$ cat src/rtl/uart_pkg.sv
// -----------------------------------------------------------------------------
// uart_pkg
// Shared constants for the UART transmit path.
//   ARB_IDLE / ARB_ISSUE / ARB_WAIT : arbiter FSM state encoding
//   UART_DATA_W                      : serializer byte width
// -----------------------------------------------------------------------------
package uart_pkg;
  localparam logic [1:0] ARB_IDLE  = 2'd0;
  localparam logic [1:0] ARB_ISSUE = 2'd1;
  localparam logic [1:0] ARB_WAIT  = 2'd2;

  localparam int UART_DATA_W = 8;
endpackage

$ cat src/rtl/uart_tx_arbiter_rr_pick.sv
// -----------------------------------------------------------------------------
// rr_pick
// Combinational round-robin picker. Scans the request vector upward starting
// one past the pointer, wrapping at NUM_REQ-1 back to 0.
// Ports:
//   i_req   [NUM_REQ-1:0] : request vector
//   i_ptr   [IDX_W-1:0]   : index of the most recent winner
//   o_idx   [IDX_W-1:0]   : winning index (valid when o_found)
//   o_found               : at least one request is set
// -----------------------------------------------------------------------------
module rr_pick
  import uart_pkg::*;
#(
  parameter int NUM_REQ = 4,
  parameter int IDX_W   = $clog2(NUM_REQ)
) (
  input  logic [NUM_REQ-1:0] i_req,
  input  logic [IDX_W-1:0]   i_ptr,
  output logic [IDX_W-1:0]   o_idx,
  output logic               o_found
);

  logic [2*NUM_REQ-1:0] w_dbl;
  logic [IDX_W:0]       w_start;
  logic [NUM_REQ-1:0]   w_rot;

  // Duplicating the vector lets a plain right shift act as a rotate, so bit 0
  // of w_rot is the request at index ptr+1 (mod NUM_REQ).
  assign w_start = {1'b0, i_ptr} + 1'b1;
  assign w_dbl   = {i_req, i_req};
  assign w_rot   = NUM_REQ'(w_dbl >> w_start);

  // Descending loop so the lowest set rotated bit is the one that sticks.
  always_comb begin
    logic [IDX_W+1:0] v_sum;
    o_found = 1'b0;
    o_idx   = '0;
    v_sum   = '0;
    for (int k = NUM_REQ - 1; k >= 0; k--) begin
      if (w_rot[k]) begin
        o_found = 1'b1;
        v_sum   = (IDX_W+2)'(w_start) + (IDX_W+2)'(k);
        if (v_sum >= (IDX_W+2)'(NUM_REQ)) begin
          v_sum = v_sum - (IDX_W+2)'(NUM_REQ);
        end
        o_idx = v_sum[IDX_W-1:0];
      end
    end
  end

endmodule

$ cat src/rtl/uart_tx_arbiter.sv
// -----------------------------------------------------------------------------
// uart_tx_arbiter
// Round-robin sharing of one uart_tx serializer between NUM_REQ byte
// producers. One byte is accepted per grant; the next arbitration waits for
// the serializer's Tx_Done.
// Ports:
//   Clk, Rst                : clock, synchronous active-high reset
//   Req_Valid [NUM_REQ-1:0] : requester i has a byte pending
//   Req_Data  [8*NUM_REQ-1:0]: byte of requester i at [8*i+7:8*i]
//   Req_Lock  [NUM_REQ-1:0] : keep-grant hint
//   Req_Ready [NUM_REQ-1:0] : one-hot accept pulse (combinational)
//   Tx_Start                : one-cycle start pulse to the serializer
//   Tx_Byte   [7:0]         : byte to the serializer
//   Tx_Active, Tx_Done      : serializer busy flag / completion pulse
//   Grant_Id  [IDX_W-1:0]   : current or most recent winner
//   Busy                    : FSM is not in IDLE
// Build option:
//   UART_TX_ARB_LOCK_EN : when defined, a requester holding Req_Lock at
//                         Tx_Done keeps priority for its next byte.
// -----------------------------------------------------------------------------
module uart_tx_arbiter
  import uart_pkg::*;
#(
  parameter int NUM_REQ = 4,
  parameter int IDX_W   = $clog2(NUM_REQ)
) (
  input  logic                           Clk,
  input  logic                           Rst,
  input  logic [NUM_REQ-1:0]             Req_Valid,
  input  logic [UART_DATA_W*NUM_REQ-1:0] Req_Data,
  input  logic [NUM_REQ-1:0]             Req_Lock,
  output logic [NUM_REQ-1:0]             Req_Ready,
  output logic                           Tx_Start,
  output logic [UART_DATA_W-1:0]         Tx_Byte,
  input  logic                           Tx_Active,
  input  logic                           Tx_Done,
  output logic [IDX_W-1:0]               Grant_Id,
  output logic                           Busy
);

  logic [1:0]             r_state;
  logic [1:0]             w_next;
  logic [IDX_W-1:0]       r_ptr;
  logic [IDX_W-1:0]       r_grant;
  logic [UART_DATA_W-1:0] r_byte;
  logic                   r_busy;
  logic [IDX_W-1:0]       w_win;
  logic                   w_found;
  logic                   w_accept;
  logic                   w_ptr_adv;

  rr_pick #(
    .NUM_REQ (NUM_REQ),
    .IDX_W   (IDX_W)
  ) u_pick (
    .i_req   (Req_Valid),
    .i_ptr   (r_ptr),
    .o_idx   (w_win),
    .o_found (w_found)
  );

  // Tx_Active gate also covers a serializer still shifting after our reset.
  assign w_accept = (r_state == ARB_IDLE) && !Tx_Active && w_found;

`ifdef UART_TX_ARB_LOCK_EN
  assign w_ptr_adv = !Req_Lock[r_grant];
`else
  logic w_unused_lock;
  assign w_unused_lock = ^Req_Lock;
  assign w_ptr_adv     = 1'b1;
`endif

  // State register
  always_ff @(posedge Clk) begin
    if (Rst) begin
      r_state <= ARB_IDLE;
      r_busy  <= 1'b0;
    end else begin
      r_state <= w_next;
      r_busy  <= (w_next != ARB_IDLE);
    end
  end

  // Next-state logic
  always_comb begin
    w_next = r_state;
    case (r_state)
      ARB_IDLE:  if (w_accept) w_next = ARB_ISSUE;
      ARB_ISSUE: w_next = ARB_WAIT;
      ARB_WAIT:  if (Tx_Done) w_next = ARB_IDLE;
      default:   w_next = ARB_IDLE;
    endcase
  end

  // Output logic
  always_comb begin
    Req_Ready = '0;
    Tx_Start  = 1'b0;
    if (w_accept) Req_Ready[w_win] = 1'b1;
    if (r_state == ARB_ISSUE) Tx_Start = 1'b1;
  end

  // Byte capture, grant and pointer bookkeeping
  always_ff @(posedge Clk) begin
    if (Rst) begin
      r_ptr   <= IDX_W'(NUM_REQ - 1);
      r_grant <= '0;
      r_byte  <= '0;
    end else begin
      if (w_accept) begin
        r_byte  <= Req_Data[UART_DATA_W*w_win +: UART_DATA_W];
        r_grant <= w_win;
      end
      if ((r_state == ARB_WAIT) && Tx_Done && w_ptr_adv) begin
        r_ptr <= r_grant;
      end
    end
  end

  assign Tx_Byte  = r_byte;
  assign Grant_Id = r_grant;
  assign Busy     = r_busy;

endmodule

$ cat config.mk
export PLATFORM = sky130hd
export DESIGN_NAME = uart_tx_arbiter
export DESIGN_NICKNAME = d
export VERILOG_FILES = /design/src/rtl/uart_pkg.sv /design/src/rtl/uart_tx_arbiter_rr_pick.sv /design/src/rtl/uart_tx_arbiter.sv
export SDC_FILE = /design/constraint.sdc
export NUM_CORES = 1
export LEC_CHECK = 0
export ABC_AREA = 1
export BUFFER_PORTS_ARGS = -buffer_cell sky130_fd_sc_hd__buf_2
export CELL_PAD_IN_SITES_DETAIL_PLACEMENT = 1
export CELL_PAD_IN_SITES_GLOBAL_PLACEMENT = 1
export CORE_ASPECT_RATIO = 2
export CORE_UTILIZATION = 26
export DETAILED_ROUTE_END_ITERATION = 6
export PLACE_DENSITY_LB_ADDON = 0.1
export SLEW_MARGIN = 20
export SYNTH_ARGS = -nofsm -noshare
export SYNTH_HDL_FRONTEND = slang
export SYNTH_HIERARCHICAL = 1
export SYNTH_SLANG_ARGS = --single-unit
$ cat constraint.sdc
create_clock -name Clk -period 1.6 [get_ports Clk]
set_input_delay 0.24 -clock Clk [delete_from_list [all_inputs] [get_ports Clk]]
set_output_delay 0.24 -clock Clk [all_outputs]
set_load 0.05 [all_outputs]
==> metrics.yaml <==
setup_repair_after_global_routing_missed_its_margin: "true"
syn_avg_cell_area_um2: 6.04
timing_hold_violations_final: 0
hpwl_mm: 3.07
final_standard_cell_count_with_taps_included_and_fillers_excluded: 315
critical_path_class: "register to output port"
vdd_drop_max_mv: 0.512
postSynthCellCount: 187
power_report.internal_total_mw: 0.910
worst_path_dominant_cell_family: "simple AND/OR/NAND/NOR gates"
vias: 1418
rows: 33
run_status: "complete, but fails checks"
fmax_mhz: 486
start_kind: "register"
power_per_cell_area_nw_per_um2: 850
count_of_warnings_emitted_by_yosys: 6
drt_first_pass_iters: 4
worstHoldPathType: "primary input to register"
endpoint: "Req_Ready[0]"
tightest_slew_ns: 0.345
worst_ep_arrival_time_ns: 1.82
finalClockSkew_ns: 0.000382
antenna-diode-count: 0
final_min_period_over_clock_period_pct: 129
wl_mm: 3.96
r2r_cells: 12
setup_violations: 16
critPathSlowestCell: "dfxtp_4"
most-common-layout-cells: "60 x nand2_1, 51 x buf_2, 18 x inv_1, 18 x nand2_2, 18 x buf_4"
switching_share_pct: 43.3
die_area_um2: 4630
reg2reg_to: "Tx_Byte[1]"
power_leakage_nw: 1.03
top_level_ports: 60
place.gp.congestion: 0.762
clock_path_buffers: 2
grt_util_all_layers_pct: 18.2
wire_length_per_cell_after_detailed_routing_um: 12.6
post_synth_instance_area_um2: 1130
clock_tree.root_cell: "clkbuf_8"
cap_viol_max_count: 0
drtAntennaViolNets: 0
cp_num_cells: 10
placeableCoreArea_um2: 4130
critical_path_launch_point: "r_ptr[0]"
fin_tns_setup_ns: -5.32
layout.nets: 308
r2r-start: "r_ptr[0]"
cts_clock_pin_slew_for_the_worst_setup_and_hold_paths_ns: 0.06
part_of_the_power_in_the_clock_network_pct: 19.6
holdWs_ns: 0.210
worst_ep_required_time_ns: 1.36
seq_area_frac_synth_pct: 26.6
net-switching-power_mw: 0.695
combinationalPowerShare_pct: 53.3
worst-path-max-fanout: 7
timing.final.crit_period_ns: 2.06
areaGrowthSynthToFinish_pct: 67.1
worst_skew_pair.late_latency_ns: 0.25
slew-limit-headroom_pct: 76.9
globalRoute.totalOverflow: 0
yosysUniqueCellTypes: 21
synth.ff_latch_count: 15
die_h_um: 95.2
tritoncts.num_buffers: 3
starting_density_of_the_core_pct: 27.4
failed_checks: "setup timing"
kind_of_end_point_of_the_critical_path: "output port"
final_common_cell: "nand2_1"
grt_start_max_net_pins: 12
cts-hold-fix-buffers: 0
final_max_slew_viol_count: 0
antenna_violations_before_repair: 0
h-tree-depth: 1
cpMostUsedCell: "nand2_2"
ff2ff_setup_slack_ns: -0.36
critical_path.cell_chain: "inv_8 -> nand2_2 -> nand3_1 -> nand2_2 -> nand2_2 -> nor2_4 -> a21oi_4 -> buf_6 -> nor3_4 -> buf_6"
tritoncts: "done"
grt_pass1_vias: 1464
drive_above_1_share_pct: 54.4
fill_cell_total_of_the_finished_layout: 574
final_critical_path_setup_slack_ns: -0.458
critical_path.max_stage_delay_ns: 0.43
detailedRoute.firstIterationViolations: 8
grt_first_pass_wirelength_mm: 6.42
place_worst_setup_slack_ns: -0.269
die_w_um: 48.6
placed_cells_incl_taps: 303
utilization_pct: 45.7
p_seq_share_pct: 27.1
drt_drc: 0
cts_num_sinks: 15
viasPerCell: 4.50
cp_num_buf_inv: 3
port-buffer-count: 55
postSynthNetCount: 231
==> layer usage <==
metal | GRT usage, % | part of all wire [%]
met1 | 16.7 | 34
met2 | 38.3 | 61
met3 | 3.03 | 3.8
met4 | 6.62 | 1.2
met5 | 0 | 0
==> worst register-to-register path, stage by stage (launching register included) <==
cell	delay [ns]
dfxtp_4	0.43
nand2_1	0.12
nand3_1	0.12
nand2_2	0.10
nand2_2	0.09
nor2_4	0.04
a21oi_4	0.21
buf_6	0.16
buf_6	0.10
clkinvlp_4	0.21
nand3_2	0.16
nand2_1	0.06
a21oi_1	0.11
==> Yosys cell counts, drive strengths merged <==
library cell	n	area share (%)
nand2	83	31
nand3	29	14
inv	25	8.3
dfxtp	15	27
a21oi	12	7.3
nor2	11	4.8
buf	6	5.1
nor3	2	0.89
a31oi	1	0.55
nand3b	1	0.66
o21ai	1	0.44
xnor2	1	0.78
==> final cells by class <==
type / instances / area (um^2) / area share [%]
multi-input combinational: 141 / 852 / 45.1
timing repair buffer: 78 / 504 / 26.7
sequential: 15 / 308 / 16.3
inverter: 25 / 113 / 5.96
tap: 52 / 65.1 / 3.45
clock buffer: 3 / 41.3 / 2.19
clock inverter: 1 / 5.00 / 0.265
==> per-stage QoR <==
step,power [mW],cell area (um^2)
finish,1.60,1890
global route,1.72,1890
CTS,1.60,1820
detailed placement,1.18,1590
global placement,1.18,1590
floorplan,0.955,1190
==> worst min-delay path by stage <==
stage	from	to	slack, ns	cells past startpoint
finish	Rst	Busy	0.21	2
global route	Rst	r_state[0]	0.22	2
CTS	Rst	Busy	0.21	2
detailed placement	Grant_Id[1]	Grant_Id[1]	0.47	2
global placement	Grant_Id[1]	Grant_Id[1]	0.47	2
floorplan	Rst	Grant_Id[1]	0.31	1
==> logic make-up after synthesis <==
| group | share of synthesized area [%] |
|---|---|
| simple gates | 50.9 |
| buf+inv | 13.4 |
| flops | 26.6 |
| compound gates | 8.31 |
| xor+xnor | 0.775 |
==> registers in the layout (all words and copies together), names as in the netlist <==
register / flops
Busy: 1
Tx_Byte: 8
r_state: 2
Grant_Id: 2
r_ptr: 2
==> power groups by stage <==
| stage | combinational, mW | sequential [mW] | clock, mW |
|---|---|---|---|
| floorplan | 0.402 | 0.554 | 0 |
| CTS | 0.842 | 0.436 | 0.327 |
| finish | 0.855 | 0.435 | 0.315 |
| global route | 0.932 | 0.440 | 0.345 |
| detailed placement | 0.737 | 0.444 | 0 |
| global placement | 0.733 | 0.442 | 0 |
==> repair_timing <==
| item | 4_1_cts | 5_1_grt |
|---|---|---|
| setup buffers | 5 | 3 |
| pin swaps | 20 | 9 |
| resized for setup | 38 | 12 |
| endpoints found under the hold margin | 0 | 0 |
| setup endpoints to repair | 14 | 16 |
No activity file was read; power rests on OpenSTA's default activity.
